**config.mk**
```make
export PLATFORM = sky130hd
export DESIGN_NAME = dmem_arbiter_flat
export DESIGN_NICKNAME = d
export VERILOG_FILES = /design/src/rtl/dmem_arb_pkg.sv /design/src/rtl/dmem_arbiter_if.sv /design/src/rtl/dmem_arb_perf.sv /design/src/rtl/dmem_arbiter.sv /design/src/flat_wrapper.sv
export SDC_FILE = /design/constraint.sdc
export NUM_CORES = 1
export LEC_CHECK = 0
export CELL_PAD_IN_SITES_DETAIL_PLACEMENT = 1
export CELL_PAD_IN_SITES_GLOBAL_PLACEMENT = 1
export CORE_MARGIN = 2
export CORE_UTILIZATION = 15
export CTS_CLUSTER_DIAMETER = 60
export DETAILED_ROUTE_END_ITERATION = 8
export PLACE_DENSITY_LB_ADDON = 0.25
export SLEW_MARGIN = 10
export SYNTH_ARGS = -nofsm -noshare
export SYNTH_HDL_FRONTEND = slang
export SYNTH_SLANG_ARGS = --single-unit
```
**constraint.sdc**
```tcl
create_clock -name clk -period 1.6 [get_ports clk]
set_input_delay 0.24 -clock clk [delete_from_list [all_inputs] [get_ports clk]]
set_output_delay 0.24 -clock clk [all_outputs]
set_load 0.05 [all_outputs]
```
**src/rtl/dmem_arb_pkg.sv**
```systemverilog
`default_nettype none
//------------------------------------------------------------------------------
// Module   : dmem_arb_pkg
// Brief    : Shared types and width defaults for the data-memory arbiter.
// Revision : 1.0 - initial release
//------------------------------------------------------------------------------
package dmem_arb_pkg;

   localparam int DMEM_DATA_W = 18;
   localparam int DMEM_ADDR_W = 18;

   typedef enum logic [1:0] {
      ARB_IDLE = 2'd0,
      ARB_CPU  = 2'd1,
      ARB_VID  = 2'd2
   } arb_state_t;

   typedef enum logic [1:0] {
      OWN_NONE = 2'd0,
      OWN_CPU  = 2'd1,
      OWN_VID  = 2'd2
   } rd_owner_t;

endpackage
`default_nettype wire

```
**src/rtl/dmem_arbiter_if.sv**
```systemverilog
`default_nettype none
//------------------------------------------------------------------------------
// Module   : dmem_arbiter_if
// Brief    : CPU, video and RAM-side signal bundle of the data-memory arbiter.
// Revision : 1.0 - initial release
//------------------------------------------------------------------------------
interface dmem_arbiter_if
   import dmem_arb_pkg::*;
#(
   parameter int DATA_W = DMEM_DATA_W,
   parameter int ADDR_W = DMEM_ADDR_W
) ();

   logic              cpu_req;
   logic              cpu_we;
   logic [ADDR_W-1:0] cpu_addr;
   logic [DATA_W-1:0] cpu_wdata;
   logic              cpu_stall;
   logic [DATA_W-1:0] cpu_rdata;
   logic              cpu_rvalid;

   logic              vid_req;
   logic [ADDR_W-1:0] vid_addr;
   logic              vid_gnt;
   logic [DATA_W-1:0] vid_rdata;
   logic              vid_rvalid;

   logic              mem_en;
   logic              mem_we;
   logic [ADDR_W-1:0] mem_addr;
   logic [DATA_W-1:0] mem_wdata;
   logic [DATA_W-1:0] mem_rdata;

   // Arbiter side
   modport slave (
      input  cpu_req, cpu_we, cpu_addr, cpu_wdata, vid_req, vid_addr, mem_rdata,
      output cpu_stall, cpu_rdata, cpu_rvalid, vid_gnt, vid_rdata, vid_rvalid,
             mem_en, mem_we, mem_addr, mem_wdata
   );

   // Requesters and RAM side
   modport master (
      output cpu_req, cpu_we, cpu_addr, cpu_wdata, vid_req, vid_addr, mem_rdata,
      input  cpu_stall, cpu_rdata, cpu_rvalid, vid_gnt, vid_rdata, vid_rvalid,
             mem_en, mem_we, mem_addr, mem_wdata
   );

endinterface
`default_nettype wire

```
**src/rtl/dmem_arb_perf.sv**
```systemverilog
`default_nettype none
//------------------------------------------------------------------------------
// Module   : dmem_arb_perf
// Brief    : Saturating CPU-stall and video-beat event counters.
// Revision : 1.0 - initial release
//------------------------------------------------------------------------------
module dmem_arb_perf (
   input  wire         clk,
   input  wire         rst,
   input  wire         i_stall,
   input  wire         i_vidBeat,
   output logic [31:0] o_stallCnt,
   output logic [31:0] o_vidBeats
);

   logic [31:0] r_stallCnt;
   logic [31:0] r_vidBeats;

   always_ff @(posedge clk) begin
      if (rst) begin
         r_stallCnt <= '0;
         r_vidBeats <= '0;
      end else begin
         if (i_stall && (r_stallCnt != '1)) r_stallCnt <= r_stallCnt + 32'd1;
         if (i_vidBeat && (r_vidBeats != '1)) r_vidBeats <= r_vidBeats + 32'd1;
      end
   end

   assign o_stallCnt = r_stallCnt;
   assign o_vidBeats = r_vidBeats;

endmodule
`default_nettype wire

```
**src/rtl/dmem_arbiter.sv**
```systemverilog
`default_nettype none
//------------------------------------------------------------------------------
// Module   : dmem_arbiter
// Brief    : CPU-priority arbiter for the single-port data RAM with starvation
//            guard and bounded video bursts. DMEM_ARB_PERF_EN adds perf counters.
// Revision : 1.0 - initial release
//------------------------------------------------------------------------------
module dmem_arbiter
   import dmem_arb_pkg::*;
#(
   parameter int DATA_W    = DMEM_DATA_W,
   parameter int ADDR_W    = DMEM_ADDR_W,
   parameter int MAX_WAIT  = 4,
   parameter int BURST_LEN = 4
) (
   input  wire         clk,
   input  wire         rst,
`ifdef DMEM_ARB_PERF_EN
   output logic [31:0] perf_stall_cnt,
   output logic [31:0] perf_vid_beats,
`endif
   dmem_arbiter_if.slave bus
);

   localparam int WAIT_W = $clog2(MAX_WAIT + 1);
   localparam int BEAT_W = $clog2(BURST_LEN + 1);
   localparam logic [WAIT_W-1:0] C_MAX_WAIT  = WAIT_W'(MAX_WAIT);
   localparam logic [BEAT_W-1:0] C_BURST_LEN = BEAT_W'(BURST_LEN);
   localparam logic [DATA_W-1:0] C_ZERO_DATA = '0;
   localparam logic [ADDR_W-1:0] C_ZERO_ADDR = '0;

   arb_state_t        r_state,   w_stateNxt;
   rd_owner_t         r_rdOwner, w_ownerNxt;
   logic [WAIT_W-1:0] r_waitCnt, w_waitNxt, w_waitEff;
   logic [BEAT_W-1:0] r_beatCnt, w_beatNxt;
   logic              w_cpuGnt, w_vidGnt, w_burstCont, w_cpuStall;

   always_ff @(posedge clk) begin
      if (rst) begin
         r_state   <= ARB_IDLE;
         r_rdOwner <= OWN_NONE;
         r_waitCnt <= '0;
         r_beatCnt <= '0;
      end else begin
         r_state   <= w_stateNxt;
         r_rdOwner <= w_ownerNxt;
         r_waitCnt <= w_waitNxt;
         r_beatCnt <= w_beatNxt;
      end
   end

   always_comb begin
      w_cpuGnt    = 1'b0;
      w_vidGnt    = 1'b0;
      w_stateNxt  = r_state;
      w_waitNxt   = r_waitCnt;
      w_beatNxt   = r_beatCnt;
      w_ownerNxt  = OWN_NONE;
      // A finished burst re-arbitrates as if the CPU had never waited.
      w_waitEff   = (r_state == ARB_VID) ? '0 : r_waitCnt;
      w_burstCont = (r_state == ARB_VID) && bus.vid_req && (r_beatCnt < C_BURST_LEN);

      if (!rst) begin
         if (w_burstCont) begin
            w_vidGnt  = 1'b1;
            w_beatNxt = r_beatCnt + BEAT_W'(1);
         end else if (bus.vid_req && (!bus.cpu_req || (w_waitEff == C_MAX_WAIT))) begin
            w_vidGnt   = 1'b1;
            w_stateNxt = ARB_VID;
            w_beatNxt  = BEAT_W'(1);
            w_waitNxt  = '0;
         end else if (bus.cpu_req) begin
            w_cpuGnt   = 1'b1;
            w_stateNxt = ARB_CPU;
            w_waitNxt  = (bus.vid_req && (w_waitEff != C_MAX_WAIT)) ?
                         w_waitEff + WAIT_W'(1) : w_waitEff;
         end else begin
            w_stateNxt = ARB_IDLE;
            w_waitNxt  = w_waitEff;
         end

         if (w_cpuGnt && !bus.cpu_we) w_ownerNxt = OWN_CPU;
         else if (w_vidGnt)           w_ownerNxt = OWN_VID;
      end
   end

   assign w_cpuStall     = !rst && bus.cpu_req && !w_cpuGnt;

   assign bus.cpu_stall  = w_cpuStall;
   assign bus.vid_gnt    = w_vidGnt;
   assign bus.mem_en     = w_cpuGnt | w_vidGnt;
   assign bus.mem_we     = w_cpuGnt & bus.cpu_we;
   assign bus.mem_addr   = rst ? C_ZERO_ADDR : (w_vidGnt ? bus.vid_addr : bus.cpu_addr);
   assign bus.mem_wdata  = rst ? C_ZERO_DATA : bus.cpu_wdata;

   // Both read ports share the RAM output; each is qualified by its own rvalid.
   assign bus.cpu_rvalid = !rst && (r_rdOwner == OWN_CPU);
   assign bus.vid_rvalid = !rst && (r_rdOwner == OWN_VID);
   assign bus.cpu_rdata  = rst ? C_ZERO_DATA : bus.mem_rdata;
   assign bus.vid_rdata  = rst ? C_ZERO_DATA : bus.mem_rdata;

`ifdef DMEM_ARB_PERF_EN
   dmem_arb_perf u_perf (
      .clk        (clk),
      .rst        (rst),
      .i_stall    (w_cpuStall),
      .i_vidBeat  (w_vidGnt),
      .o_stallCnt (perf_stall_cnt),
      .o_vidBeats (perf_vid_beats)
   );
`endif

endmodule
`default_nettype wire

```
**src/flat_wrapper.sv**
```systemverilog
// flat-port wrapper written by rule: the top's interface ports become plain ports
module dmem_arbiter_flat import dmem_arb_pkg::*;
#(
   parameter int DATA_W    = DMEM_DATA_W,
   parameter int ADDR_W    = DMEM_ADDR_W,
   parameter int MAX_WAIT  = 4,
   parameter int BURST_LEN = 4
)
  (clk, rst, bus_cpu_req, bus_cpu_we, bus_cpu_addr, bus_cpu_wdata, bus_vid_req, bus_vid_addr, bus_mem_rdata, bus_cpu_stall, bus_cpu_rdata, bus_cpu_rvalid, bus_vid_gnt, bus_vid_rdata, bus_vid_rvalid, bus_mem_en, bus_mem_we, bus_mem_addr, bus_mem_wdata);
  dmem_arbiter_if #(.DATA_W(DATA_W), .ADDR_W(ADDR_W)) bus_i ();
  input  wire clk;
  input  wire rst;
  input wire logic [$bits(bus_i.cpu_req)-1:0] bus_cpu_req;
  input wire logic [$bits(bus_i.cpu_we)-1:0] bus_cpu_we;
  input wire logic [$bits(bus_i.cpu_addr)-1:0] bus_cpu_addr;
  input wire logic [$bits(bus_i.cpu_wdata)-1:0] bus_cpu_wdata;
  input wire logic [$bits(bus_i.vid_req)-1:0] bus_vid_req;
  input wire logic [$bits(bus_i.vid_addr)-1:0] bus_vid_addr;
  input wire logic [$bits(bus_i.mem_rdata)-1:0] bus_mem_rdata;
  output wire logic [$bits(bus_i.cpu_stall)-1:0] bus_cpu_stall;
  output wire logic [$bits(bus_i.cpu_rdata)-1:0] bus_cpu_rdata;
  output wire logic [$bits(bus_i.cpu_rvalid)-1:0] bus_cpu_rvalid;
  output wire logic [$bits(bus_i.vid_gnt)-1:0] bus_vid_gnt;
  output wire logic [$bits(bus_i.vid_rdata)-1:0] bus_vid_rdata;
  output wire logic [$bits(bus_i.vid_rvalid)-1:0] bus_vid_rvalid;
  output wire logic [$bits(bus_i.mem_en)-1:0] bus_mem_en;
  output wire logic [$bits(bus_i.mem_we)-1:0] bus_mem_we;
  output wire logic [$bits(bus_i.mem_addr)-1:0] bus_mem_addr;
  output wire logic [$bits(bus_i.mem_wdata)-1:0] bus_mem_wdata;
  assign bus_i.cpu_req = bus_cpu_req;
  assign bus_i.cpu_we = bus_cpu_we;
  assign bus_i.cpu_addr = bus_cpu_addr;
  assign bus_i.cpu_wdata = bus_cpu_wdata;
  assign bus_i.vid_req = bus_vid_req;
  assign bus_i.vid_addr = bus_vid_addr;
  assign bus_i.mem_rdata = bus_mem_rdata;
  assign bus_cpu_stall = bus_i.cpu_stall;
  assign bus_cpu_rdata = bus_i.cpu_rdata;
  assign bus_cpu_rvalid = bus_i.cpu_rvalid;
  assign bus_vid_gnt = bus_i.vid_gnt;
  assign bus_vid_rdata = bus_i.vid_rdata;
  assign bus_vid_rvalid = bus_i.vid_rvalid;
  assign bus_mem_en = bus_i.mem_en;
  assign bus_mem_we = bus_i.mem_we;
  assign bus_mem_addr = bus_i.mem_addr;
  assign bus_mem_wdata = bus_i.mem_wdata;
  dmem_arbiter #(.DATA_W(DATA_W), .ADDR_W(ADDR_W), .MAX_WAIT(MAX_WAIT), .BURST_LEN(BURST_LEN)) u_core (.clk(clk), .rst(rst), .bus(bus_i));
endmodule
```
==> impl_metrics.tcl, run 1 <==
set metrics [dict create \
    crit_chain "buf_6 > and4bb_4 > a21oi_4 > buf_6 > buf_12 > buf_4 > a41o_4 > buf_12" \
    min_period_ns 2.11 \
    ys_warn_count 0 \
    hold_buffers 0 \
    ctsHtreeMaxLevel 1 \
    grt_max_degree 48 \
    synth_common_cells "37 x nor2b_1, 27 x nand2_1, 24 x a21oi_1, 20 x buf_4, 18 x a41o_1" \
    start_util_pct 15.4 \
    synth_top_cell_area_share_pct 17.3 \
    grt_overflow_total 0 \
    final-setup-viol-count 22 \
    swShare_pct 43.1 \
    p_switching_uw 809 \
    slew-limit-headroom_pct 78.5 \
    numCtsBuffers 3 \
    cts_root_buf "clkbuf_8" \
    grt_usage_pct 13.8 \
    dieHeight_um 98.4 \
    timing.fmax_ghz 0.474 \
    fin_area_um2 3740 \
    post-dp-hpwl_um 5160 \
    cpMaxStageDelayCell "and4bb_4" \
    r2r_start "u_core.r_state[0]" \
    ys_seq_elements 10 \
    slowest_delay_ns 0.35 \
    irDropWorstVdd_mv 0.229 \
    pwr-share-comb_pct 68.4 \
    clkTransAtPathRegs_ns 0.05 \
    final_util_pct 43.1 \
    hold_violations 0 \
    ios 155 \
    antenna_found_initial 0 \
    whs_path_depth 3 \
    fin_ws_ns -0.509 \
    synth-async-reset-ratio_pct 0 \
    synth.largest_area_cell "nor2b_1" \
    numPortBuffers 154 \
    drive_above_1_share_pct 50.7 \
    syn_inst 190 \
    routedWlPerCell_um 15.2 \
    dieArea_um2 9680 \
    hold_start "rst" \
    p_int_uw 1070 \
    leakagePower_uw 0.00158 \
    setup-tns-final_ns -9.31 \
    routed_wl_um 6970 \
    row_count 34 \
    place_area_um2 3370 \
    antenna_left 0 \
    finalMaxSlewViolations 0 \
    via_per_inst 4.38 \
    n_fill_cell 974 \
    min_to "u_core.r_beatCnt[1]" \
    synth_area_um2 1340 \
    area_growth_pct 180 \
    p_seq_share_pct 14.3 \
    clock_path_buffers 2 \
    seq_area_frac_synth_pct 15.0 \
    syn_area_per_cell_um2 7.03 \
    firstDrtPassIters 4 \
    rr_worst_depth 9 \
    core_area_um2 8680 \
    syn_nets 270 \
    cts_tree "done" \
    fin_nets 430 \
    arrival_ns 1.87 \
    grt_pass1_vias 2151 \
    path_buf_inv 5 \
    maxCapViolations 0 \
    final-instance-count-excl-fill 457 \
    synth-edff-count 0 \
    rrSetupSlack_ns -0.07 \
    clk_latency_ns 0.24 \
    place_ws_ns -0.528 \
    skew_ns 0.00423 \
    cts_sinks 10 \
    grt_pass1_wl_um 10900 \
    yosysMostFrequentCell "nor2b_1" \
    crit_type "reg -> out" \
    synthFlopType "dfxtp_1" \
    via_count 2002 \
    synthTopCellsByArea "nor2b_1 17%, dfxtp_1 15%, a41o_1 13%" \
    r2r_end "u_core.r_waitCnt[2]" \
    worstMarginPinSlew_ns 0.323 \
    gp_congestion 0.749 \
    crit_family "buffers and inverters" \
    hold_class "in -> reg" \
    cp_data_required_time_ns 1.36 \
    p_per_area_nw_per_um2 502 \
    status "complete, but fails checks" \
    power_frac_clock_pct 17.3 \
    dp_cells 441 \
    diodes 0 \
    start_kind "flop" \
    crit_fanout 7 \
    period_share_pct 132 \
    violations "negative setup slack" \
    rsz0062_at_grt "yes" \
    chipWidth_um 98.4 \
    drc 0 \
    endpoint_kind "output pin" \
    drtIter0Drc 46 \
    synthDistinctLibCells 31 \
]
==> per-stage QoR <==
stage	hold slack (ns)	total power [uW]
3_3_place_gp	0.487	1480
2_1_floorplan	0.312	993
6_report	0.465	1880
4_1_cts	0.468	1890
5_1_grt	0.484	1960
3_5_place_dp	0.498	1490
==> power groups by stage <==
stage	sequential, uW	combinational [uW]	clock, uW
2_1_floorplan	272	721	0
3_3_place_gp	273	1210	0
3_5_place_dp	274	1220	0
4_1_cts	269	1290	333
5_1_grt	270	1340	345
6_report	269	1280	324
==> layout make-up <==
class	instances	area (um^2)	area share, %
inverters	5	18.8	0.502
clock buffers	4	55.1	1.47
flip-flops and latches	10	203	5.42
repair buffers	191	1980	53.0
multi-input cells	139	1350	36.0
well taps	108	135	3.61
==> routing by layer <==
| layer | vias to the layer above | part of all wire (%) | global-route usage, % | wire length (um) |
|---|---|---|---|---|
| li1 | 966 | - | - | - |
| met1 | 951 | 37 | 14.5 | 2570 |
| met2 | 79 | 54 | 27.1 | 3790 |
| met3 | 6 | 7.5 | 4.22 | 525 |
| met4 | 0 | 1.1 | 2.00 | 80 |
| met5 | - | 0 | 0 | 0 |
==> repair_timing <==
item	CTS	global route
setup buffers	7	4
gates cloned	4	0
endpoints found under the setup margin	22	24
pin swaps	10	12
gates resized for setup	30	12
==> flip-flops by register name, indices dropped and copies added (netlist names) <==
signal            count
u_core.r_rdOwner      2
u_core.r_beatCnt      3
u_core.r_state        2
u_core.r_waitCnt      3
==> worst register-to-register path, cell delays in order (launching register included) <==
cell,delay (ns)
dfxtp_2,0.35
nand2b_4,0.16
nand2_4,0.07
buf_4,0.13
buf_4,0.11
inv_1,0.04
ha_2,0.16
nor2_1,0.04
a311o_1,0.25
a32o_1,0.24
==> how the worst max path moves through the flow <==
stage                            from               end  slack, ns  depth (start not counted)
floorplan                         rst    bus_cpu_rvalid      -0.47                          3
global placement          bus_vid_req   bus_mem_addr[8]      -0.50                          7
detailed placement        bus_vid_req   bus_mem_addr[9]      -0.53                          7
CTS                 u_core.r_state[0]  bus_mem_addr[15]      -0.54                         10
global route        u_core.r_state[0]   bus_mem_addr[5]      -0.56                          9
finish              u_core.r_state[0]   bus_mem_addr[5]      -0.51                          8
==> placed cells by master, fill, tap and decap left out, types with 8 or more instances in the layout <==
cell	instances
buf_4	76
clkdlybuf4s50_1	74
nor2b_1	32
nand2_1	23
buf_12	23
a41o_4	18
buf_6	15
a21oi_4	10
a21oi_2	10
dfxtp_1	8
==> cells by family (layout without fill, tap and decap cells) <==
logic type                 Yosys count  after routing  synth area share (%)
DFF                                 10             10                  15.0
adders and majority gates            3              3                  2.81
and+or+nand+nor                     80             80                  32.1
AOI/OAI and AO/OA                   56             56                  31.4
buffers and inverters               41            200                  18.7
No activity file was read; power rests on OpenSTA's default activity.
==> run 2: changes to the inputs <==
Settings changed: CTS_CLUSTER_SIZE from default to 12, SKIP_LAST_GASP from default to 1.
==> run 2 against run 1 <==
- core utilization is 0.39 points lower
- cell count stayed put
- the run still ends with negative setup slack left
- via count stayed put
- largest power group unchanged
- die area stayed put
- sequential share of layout area hardly changed
- largest cell class unchanged
- clock skew is 0.0014 ns higher
- clock-buffer cell count stayed put
==> impl_metrics.tcl, run 2 (synthesized netlist as in run 1, its figures left out) <==
set metrics [dict create \
    status "complete, but fails checks" \
    violations "negative setup slack" \
    row_count 34 \
    reg_top3 "u_core.r_beatCnt x3, u_core.r_waitCnt x3" \
    cts_root_buf "clkbuf_8" \
    antenna_left 0 \
    slew-limit-headroom_pct 78.6 \
    clk_latency_ns 0.24 \
    crit_chain "buf_6 > and4bb_4 > a21oi_4 > buf_6 > buf_12 > buf_4 > a41o_4 > buf_12" \
    core_area_um2 8680 \
    drtIter0Drc 42 \
    routed_wl_um 6950 \
    drive_above_1_share_pct 50.7 \
    via_count 2002 \
    p_per_area_nw_per_um2 505 \
    period_share_pct 132 \
    leakagePower_uw 0.00157 \
    chipWidth_um 98.4 \
    final-setup-viol-count 22 \
    post-dp-hpwl_um 5160 \
    numCtsBuffers 3 \
    hold_violations 0 \
    via_per_inst 4.38 \
    antenna_found_initial 0 \
    firstDrtPassIters 4 \
    rsz0062_at_grt "yes" \
    drc 0 \
    grt_max_degree 48 \
    grt_overflow_total 0 \
    min_period_ns 2.12 \
    grt_pass1_wl_um 10900 \
    path_buf_inv 5 \
    maxCapViolations 0 \
    diodes 0 \
    crit_family "buffers and inverters" \
    fin_nets 430 \
    layout_common_cells "81 x buf_4, 74 x clkdlybuf4s50_1, 32 x nor2b_1" \
    place_area_um2 3370 \
    worstMarginPinSlew_ns 0.321 \
    area_growth_pct 177 \
    finalMaxSlewViolations 0 \
    total_power_uw 1870 \
    final_common_cell "buf_4" \
    cpMaxStageDelayCell "and4bb_4" \
    start_kind "flop" \
    skew_ns 0.00561 \
    fin_ws_ns -0.517 \
    fin_area_um2 3700 \
    dieArea_um2 9680 \
    numPortBuffers 154 \
    ctsHtreeMaxLevel 1 \
    clkTransAtPathRegs_ns 0.05 \
    timing.fmax_ghz 0.472 \
    cp_data_required_time_ns 1.36 \
    gp_congestion 0.749 \
    clock_path_buffers 2 \
    hold_class "in -> reg" \
    start_util_pct 15.4 \
    grt_pass1_vias 2151 \
    cts_sinks 10 \
    crit_fanout 7 \
    dieHeight_um 98.4 \
    crit_type "reg -> out" \
    slowest_delay_ns 0.35 \
    ios 155 \
    cts_tree "done" \
    grt_usage_pct 13.7 \
    endpoint_kind "output pin" \
    arrival_ns 1.88 \
    irDropWorstVdd_mv 0.229 \
    routedWlPerCell_um 15.2 \
]
[run 2: cell counts in the layout (fill, tap and decap cells not counted)]
No cell type changed its count.
[run 2: final cells by class]
class,instances,area [um^2]
timing repair buffer,191,1960
multi-input combinational,139,1330
sequential,10,203
clock buffer,4,55.1
inverter,5,18.8
tap,108,135
fill,979,4970
[run 2: worst min-delay path, stage by stage]
cell    delay (ns)
buf_2         0.12
buf_12        0.19
nor2_1        0.11
[run 2: routing by layer]
layer / track usage (%) / share of wire (%) / up-vias
met5: 0 / 0 / -
met4: 2.00 / 1.2 / 0
met3: 4.22 / 7.7 / 6
met2: 26.7 / 54 / 80
met1: 14.5 / 37 / 949
li1: - / - / 967
[run 2: worst paths after layout]
check / from / end / slack [ns] / cells after the start
worst min register to register: u_core.r_beatCnt[0] / u_core.r_beatCnt[0] / 0.51 / 1
worst max register to register: u_core.r_state[0] / u_core.r_waitCnt[2] / -0.09 / 9
worst max-delay path: u_core.r_state[0] / bus_mem_addr[5] / -0.52 / 8
worst min-delay path: rst / u_core.r_beatCnt[1] / 0.46 / 3
[run 2: stage by stage]
stage,instances,setup slack [ns],TNS (ns),hold slack [ns],utilization [%]
floorplan,190,-0.469,-8.98,0.312,-
global placement,441,-0.498,-10.13,0.487,38.9
detailed placement,441,-0.528,-10.73,0.498,38.9
CTS,456,-0.537,-10.24,0.468,42.9
global route,457,-0.558,-11.07,0.488,42.7
finish,457,-0.517,-9.73,0.463,42.7
[run 2: power breakdown]
| group | leakage, uW | switching, uW | internal (uW) |
|---|---|---|---|
| combinational | 0.00146 | 689 | 585 |
| sequential | 0.0000825 | 8.61 | 260 |
| clock | 0.0000288 | 110 | 217 |
[run 2: what timing repair did]
item / CTS / global route
hold buffers: 0 / 0
buffers inserted: 7 / 4
gates cloned: 4 / 0
endpoints found under the setup margin: 22 / 24
pin swaps: 10 / 11
gates resized for setup: 26 / 9
hold endpoints to repair: 0 / 0
